$ cat src/rtl/cbb_rs_pipe.sv
// Valid/ready register-slice pipeline: P_STAGES chained slices in bypass,
// forward, backward (skid) or full cut mode, with registered occupancy status.
module cbb_rs_pipe #(
  parameter int P_DATA_WIDTH = 64,
  parameter int P_MODE       = 3,
  parameter int P_STAGES     = 1
) (
  input  logic                                 i_clk,
  input  logic                                 i_rstn,
  input  logic                                 slv_i_valid,
  input  logic [P_DATA_WIDTH-1:0]              slv_i_data,
  output logic                                 slv_o_ready,
  output logic                                 mst_o_valid,
  output logic [P_DATA_WIDTH-1:0]              mst_o_data,
  input  logic                                 mst_i_ready,
  output logic [$clog2(2*P_STAGES+1)-1:0]      o_occupancy,
  output logic                                 o_busy
);

  localparam int OCC_W = $clog2(2*P_STAGES+1);
  localparam int S     = P_STAGES;

  generate
    if (P_DATA_WIDTH < 1) begin : g_bad_width
      $error("cbb_rs_pipe: P_DATA_WIDTH must be >= 1");
    end
    if (P_MODE < 0 || P_MODE > 3) begin : g_bad_mode
      $error("cbb_rs_pipe: P_MODE must be 0..3");
    end
    if (P_MODE != 0 && (P_STAGES < 1 || P_STAGES > 8)) begin : g_bad_stages
      $error("cbb_rs_pipe: P_STAGES must be 1..8");
    end
  endgenerate

  logic [OCC_W-1:0] occ_d;
  logic [OCC_W-1:0] occ_q;

  // Occupancy is taken from next-state flags so it matches flag state after the edge
  always_ff @(posedge i_clk or negedge i_rstn) begin
    if (!i_rstn) occ_q <= '0;
    else         occ_q <= occ_d;
  end

  assign o_occupancy = occ_q;
  assign o_busy      = |occ_q;

  generate
    if (P_MODE == 0) begin : g_bypass
      assign slv_o_ready = mst_i_ready;
      assign mst_o_valid = slv_i_valid;
      assign mst_o_data  = slv_i_data;
      assign occ_d       = '0;

    end else if (P_MODE == 1) begin : g_fwd
      logic [S-1:0]            v_q, v_d;
      logic [P_DATA_WIDTH-1:0] data_q [S];
      logic [P_DATA_WIDTH-1:0] data_d [S];
      logic [S:0]              vld;
      logic [S:0]              rdy;
      logic [P_DATA_WIDTH-1:0] dat [S+1];

      // Ready ripples backwards: a stage accepts when empty or draining
      always_comb begin
        vld    = {v_q, slv_i_valid};
        dat[0] = slv_i_data;
        for (int k = 0; k < S; k++) dat[k+1] = data_q[k];
        rdy    = '0;
        rdy[S] = mst_i_ready;
        for (int k = S-1; k >= 0; k--) rdy[k] = ~v_q[k] | rdy[k+1];
        v_d    = v_q;
        data_d = data_q;
        for (int k = 0; k < S; k++) begin
          if (vld[k] & rdy[k]) begin
            v_d[k]    = 1'b1;
            data_d[k] = dat[k];
          end else if (v_q[k] & rdy[k+1]) begin
            v_d[k] = 1'b0;
          end
        end
        occ_d = OCC_W'($countones(v_d));
      end

      always_ff @(posedge i_clk or negedge i_rstn) begin
        if (!i_rstn) v_q <= '0;
        else         v_q <= v_d;
      end

      always_ff @(posedge i_clk) data_q <= data_d;

      assign slv_o_ready = rdy[0];
      assign mst_o_valid = vld[S];
      assign mst_o_data  = dat[S];

    end else if (P_MODE == 2) begin : g_bwd
      logic [S-1:0]            s_q, s_d;
      logic [P_DATA_WIDTH-1:0] skid_q [S];
      logic [P_DATA_WIDTH-1:0] skid_d [S];
      logic [S:0]              vld;
      logic [S:0]              rdy;
      logic [P_DATA_WIDTH-1:0] dat [S+1];

      // An empty skid passes the beat through; it only captures when downstream stalls
      always_comb begin
        vld[0] = slv_i_valid;
        dat[0] = slv_i_data;
        for (int k = 0; k < S; k++) begin
          vld[k+1] = s_q[k] | vld[k];
          dat[k+1] = s_q[k] ? skid_q[k] : dat[k];
        end
        rdy    = {mst_i_ready, ~s_q};
        s_d    = s_q;
        skid_d = skid_q;
        for (int k = 0; k < S; k++) begin
          if (s_q[k]) begin
            if (rdy[k+1]) s_d[k] = 1'b0;
          end else if (vld[k] & ~rdy[k+1]) begin
            s_d[k]    = 1'b1;
            skid_d[k] = dat[k];
          end
        end
        occ_d = OCC_W'($countones(s_d));
      end

      always_ff @(posedge i_clk or negedge i_rstn) begin
        if (!i_rstn) s_q <= '0;
        else         s_q <= s_d;
      end

      always_ff @(posedge i_clk) skid_q <= skid_d;

      assign slv_o_ready = rdy[0];
      assign mst_o_valid = vld[S];
      assign mst_o_data  = dat[S];

    end else begin : g_full
      logic [S-1:0]            m_q, m_d;
      logic [S-1:0]            s_q, s_d;
      logic [P_DATA_WIDTH-1:0] main_q [S];
      logic [P_DATA_WIDTH-1:0] main_d [S];
      logic [P_DATA_WIDTH-1:0] skid_q [S];
      logic [P_DATA_WIDTH-1:0] skid_d [S];
      logic [S:0]              vld;
      logic [S:0]              rdy;
      logic [P_DATA_WIDTH-1:0] dat [S+1];
      logic                    in_xfer;
      logic                    out_xfer;

      // Skid only fills while main is stuck, so it never holds data with in_xfer set
      always_comb begin
        vld    = {m_q, slv_i_valid};
        rdy    = {mst_i_ready, ~s_q};
        dat[0] = slv_i_data;
        for (int k = 0; k < S; k++) dat[k+1] = main_q[k];
        m_d      = m_q;
        s_d      = s_q;
        main_d   = main_q;
        skid_d   = skid_q;
        in_xfer  = 1'b0;
        out_xfer = 1'b0;
        for (int k = 0; k < S; k++) begin
          in_xfer  = vld[k] & rdy[k];
          out_xfer = m_q[k] & rdy[k+1];
          if (out_xfer) begin
            if (s_q[k]) begin
              main_d[k] = skid_q[k];
              s_d[k]    = 1'b0;
            end else begin
              m_d[k] = 1'b0;
            end
          end
          if (in_xfer) begin
            if (~m_q[k] | out_xfer) begin
              main_d[k] = dat[k];
              m_d[k]    = 1'b1;
            end else begin
              skid_d[k] = dat[k];
              s_d[k]    = 1'b1;
            end
          end
        end
        occ_d = OCC_W'($countones(m_d)) + OCC_W'($countones(s_d));
      end

      always_ff @(posedge i_clk or negedge i_rstn) begin
        if (!i_rstn) begin
          m_q <= '0;
          s_q <= '0;
        end else begin
          m_q <= m_d;
          s_q <= s_d;
        end
      end

      always_ff @(posedge i_clk) begin
        main_q <= main_d;
        skid_q <= skid_d;
      end

      assign slv_o_ready = rdy[0];
      assign mst_o_valid = vld[S];
      assign mst_o_data  = dat[S];
    end
  endgenerate

endmodule
$ cat config.mk
export PLATFORM = sky130hd
export DESIGN_NAME = cbb_rs_pipe
export DESIGN_NICKNAME = d
export VERILOG_FILES = /design/src/rtl/cbb_rs_pipe.sv
export SDC_FILE = /design/constraint.sdc
export NUM_CORES = 1
export LEC_CHECK = 0
export CORE_MARGIN = 2
export CORE_UTILIZATION = 44
export DETAILED_ROUTE_END_ITERATION = 10
export PLACE_DENSITY_LB_ADDON = 0.12
export SETUP_SLACK_MARGIN = 0.2
export SYNTH_ARGS = -nofsm -noshare
export SYNTH_HDL_FRONTEND = slang
export SYNTH_SLANG_ARGS = --single-unit
export TNS_END_PERCENT = 30
$ cat constraint.sdc
create_clock -name i_clk -period 2.79 [get_ports i_clk]
set_input_delay 0.558 -clock i_clk [delete_from_list [all_inputs] [get_ports i_clk]]
set_output_delay 0.558 -clock i_clk [all_outputs]
set_load 0.01 [all_outputs]
# Yosys cells after proc, flatten, opt, wreduce, memory -nomap -nowiden

Index checks and enable logic that the tools add are counted.

Register bits: 132
Bits in latches: 0
Memory bits (writable): 0
Memory bits (read-only): 0
Input bits: 68
Output and inout bits: 69
Word-level logic and storage cells: 25
Memories kept: 0

$add $sub $neg: 1
Multipliers: 0
Div/mod/pow operators: 0
Order comparisons: 0
Eq/ne operators: 0
Shift operators: 0
Multiplexer cells: 11
Bitwise gates (word level): 6
Reductions and logical operators: 2

Operator list:

| operator         | number |
|---|---|
| $mux 64          | 4 |
| $mux 1           | 7 |
| $not 1->1        | 3 |
| $add 1x1->2      | 1 |
| $and 1x1->1      | 2 |
| $reduce_and 2->1 | 1 |
| $reduce_or 2->1  | 1 |
| $or 1x1->1       | 1 |

# Depth between registers and ports, before layout

Depth after elaboration: 5
Gate-level depth with buffers: 5
Mapped depth without buffers: 4

# Least setup slack after synthesis

OpenSTA, ideal clock, no wires.

Path kind: in2reg
Start point: input port mst_i_ready
End point: register g_full.skid_q[0] (netlist bit), enable pin
Setup time: 0.429 ns
Arrival time: 2.586 ns
Data required time: 2.361 ns
Setup slack: -0.225 ns
Stages on the path: 4
Buffers on the path: 2
Cell sequence: nor2b_2 -> buf_4 -> buf_2 -> and3_1

Cells in the longest elaborated chain, start to end: 4

Ends and longest elaborated chain:

| item                              | RTL line | source |
|---|---|---|
| start: declaration                | 15       | `input logic mst_i_ready,` |
| $and 1x1->1                       | 162      | `out_xfer = m_q[k] & rdy[k+1];` |
| $or 1x1->1                        | 172      | `if (~m_q[k] \| out_xfer) begin` |
| $not 1->1 (no source line)        | -        |  |
| $reduce_and 2->1 (no source line) | -        |  |
| end signal: assignment            | 196      | `skid_q <= skid_d;` |
| end: declaration                  | 140      | `logic [P_DATA_WIDTH-1:0] skid_q [S];` |

Every way passes these cells.
A chain may end at the register's enable or synchronous reset.

==> reports/qor.yml <==
floorplan:
  start_util_pct: 45.2
  die_height_um: 112
  fp.dieArea_um2: 12700
  core_area_um2: 11500
  die_x_um: 112
  rows: 39
  ios: 137
grt:
  grt_max_degree: 66
  antenna_found_initial: 0
  grt_pass1_vias: 3944
  gr-total-overflow: 0
  grt_pass1_wl_um: 20400
  track_usage_pct: 20.5
synthesis:
  synth_edf_count: 64
  synth_area_um2: 5180
  synth_ff_type: "edfxtp_1"
  synth.net_count: 505
  synth_area_leaders: "edfxtp_1, dfxtp_1, a31oi_2"
  synthArstFlopShare_pct: 3.03
  syn_inst: 436
  synth.top_cell.area_share_pct: 37.1
  yosysUniqueCellTypes: 21
  seq_area_frac_synth_pct: 63.8
  yosys_warnings: 0
  synth_top_area_cell: "edfxtp_1"
  synth-seq-cells: 132
  syn_avg_cell_area_um2: 11.9
finish:
  num_antenna_cells: 0
  area.growth.synth_to_final_pct: 38.1
  fillers: 902
  layout_common_cells: "clkdlybuf4s50_1, nand2_1, nor3_1, edfxtp_1, dfxtp_1"
  fin_util_pct: 62.3
  design_area_um2: 7150
  nets: 636
  final_common_cell: "clkdlybuf4s50_1"
  drive_gt1_share_pct: 17.3
clock_tree:
  cts_setup_buffers: 0
  ctsResizeCount: 0
  postCtsHoldBufs: 0
  htreeDepth: 4
  clk_latency_ps: 400
  clock_sinks: 132
  cts_tree: "yes"
  cts_buffers: 17
  clkSlewWorstSetupHoldPaths_ps: 50
  cts-root-buf: "clkbuf_16"
  ctsLongestPathBuffers: 2
setup_path:
  crit-reg2reg-launch: "mst_o_valid$_DFF_PN0_"
  critPathMaxFanout: 64
  cp.arrival_ps: 2440
  cp-startpoint: "mst_i_ready"
  crit_type: "in2reg"
  cpMaxStageDelayCell: "or2_4"
  rrSetupSlack_ps: 780
  worstPathRequired_ps: 3010
  max_stage_delay_ps: 880
  cp-end-kind: "register"
  cp-start-kind: "input pin"
  worstPathCellList: "clkdlybuf4s50_1 -> nor2b_4 -> or2_4 -> a31oi_2"
timing:
  setup_violations: 0
  slew_headroom_pct: 23.0
  finalSetupTns_ps: 0
  final_hold_viol_count: 0
  timing.final.crit_share_pct: 79.6
  final_max_slew_viol_count: 0
  max_slew.worst_pin.slew_ps: 1150
  skew_ps: 6.25
  fmax_mhz: 450
  rsz0062_at_grt: "no"
  min_period_ps: 2220
pwr:
  clkPwrFrac_pct: 25.4
  seqPwrFrac_pct: 36.6
  peakVddDrop_uv: 720
  switching_share_pct: 31.7
  p_int_w: 0.00565
  p_per_area_nw_per_um2: 1160
  p_switching_w: 0.00262
  comb_power_share_pct: 38.0
  p_leak_nw: 2.58
  finalPower_w: 0.00827
placed_design:
  portBuffers: 136
  place_area_um2: 6600
  gp_congestion: 0.746
  dp_hpwl_um: 7510
hold_path:
  hold_path_class: "in2async"
detailed_routing:
  dr.pass1.iters: 4
  ant_nets: 0
  drt_iter0_drc: 250
  vias: 3811
  drt-vias-per-instance: 5.28
  finalWirelength_um: 12600
  drc: 0
  wl_per_cell_um: 17.5
flow_run:
  drv_cap: 0
status:
  outcome: "finished clean"
==> per-stage QoR <==
stage / hold slack [ps] / std cells / setup slack [ps]
2_1_floorplan: 262 / 436 / 483
3_3_place_gp: 462 / 691 / 258
3_5_place_dp: 462 / 691 / 177
4_1_cts: 341 / 722 / 610
5_1_grt: 356 / 722 / 474
6_report: 353 / 722 / 569
==> final timing paths <==
| check | endpoint | cells after the start |
|---|---|---|
| worst max-delay path | mst_o_data[46]$_DFF_P_ | 4 |
| max in group asynchronous | mst_o_valid$_DFF_PN0_ | 1 |
| worst max register to register | mst_o_data[46]$_DFF_P_ | 3 |
| min in group i_clk | mst_o_data[62]$_DFF_P_ | 2 |
| worst min-delay path | g_full.s_q$_DFF_PN0_ | 1 |
| worst min register to register | mst_o_data[62]$_DFF_P_ | 2 |
==> synthesized netlist by cell type (2+ instances only) <==
cell / count
nand2_1: 129
nor3_1: 64
edfxtp_1: 64
a31oi_1: 4
buf_2: 17
and3_1: 2
dfrtp_1: 4
clkbuf_1: 8
inv_1: 2
dfxtp_1: 64
a31oi_2: 60
buf_4: 2
a21oi_1: 2
buf_6: 7
==> critical path, delay by kind of cell <==
kind,cells,cell delay (ps)
buffers and inverters,1,530
and+or+nand+nor,2,1070
AOI/OAI and AO/OA,1,210
==> layout make-up <==
cell class	count	area, um2	share of cell area, %
Multi-Input combinational cell	268	1670	23.4
Timing Repair Buffer	146	1440	20.1
Inverter	2	7.51	0.105
Clock inverter	6	77.6	1.09
Clock buffer	25	475	6.65
Tap cell	143	179	2.50
Sequential cell	132	3300	46.2
==> layer usage <==
metal | share of wire, % | vias up | track usage (%)
li1 | - | 1820 | -
met1 | 44 | 1844 | 26.7
met2 | 48 | 128 | 32.9
met3 | 5.6 | 19 | 5.62
met4 | 2.0 | 0 | 7.89
met5 | 0 | - | 0
==> state kept, by name (all words and copies together), names as in the netlist <==
signal         count
mst_o_data        64
g_full.s_q         1
mst_o_valid        1
g_full.skid_q     64
o_occupancy        2
==> logic make-up (layout without fill, tap and decap cells) <==
logic type | after synthesis | in the layout | synth area share [%]
and+or+nand+nor | 200 | 200 | 16.5
DFF | 132 | 132 | 63.8
AOI/OAI and AO/OA | 67 | 67 | 15.3
buffers and inverters | 36 | 179 | 4.18
adders and majority gates | 1 | 1 | 0.242
==> power by group through the flow <==
stage / Sequential [W] / Clock [W] / Combinational [W]
after floorplan: 0.00325 / 0 / 0.00150
after global placement: 0.00305 / 0 / 0.00310
after detailed placement: 0.00305 / 0 / 0.00317
after CTS: 0.00303 / 0.00214 / 0.00319
after global routing: 0.00310 / 0.00222 / 0.00340
final: 0.00303 / 0.00210 / 0.00314
Note: power is estimated with default switching activity, not from simulation.
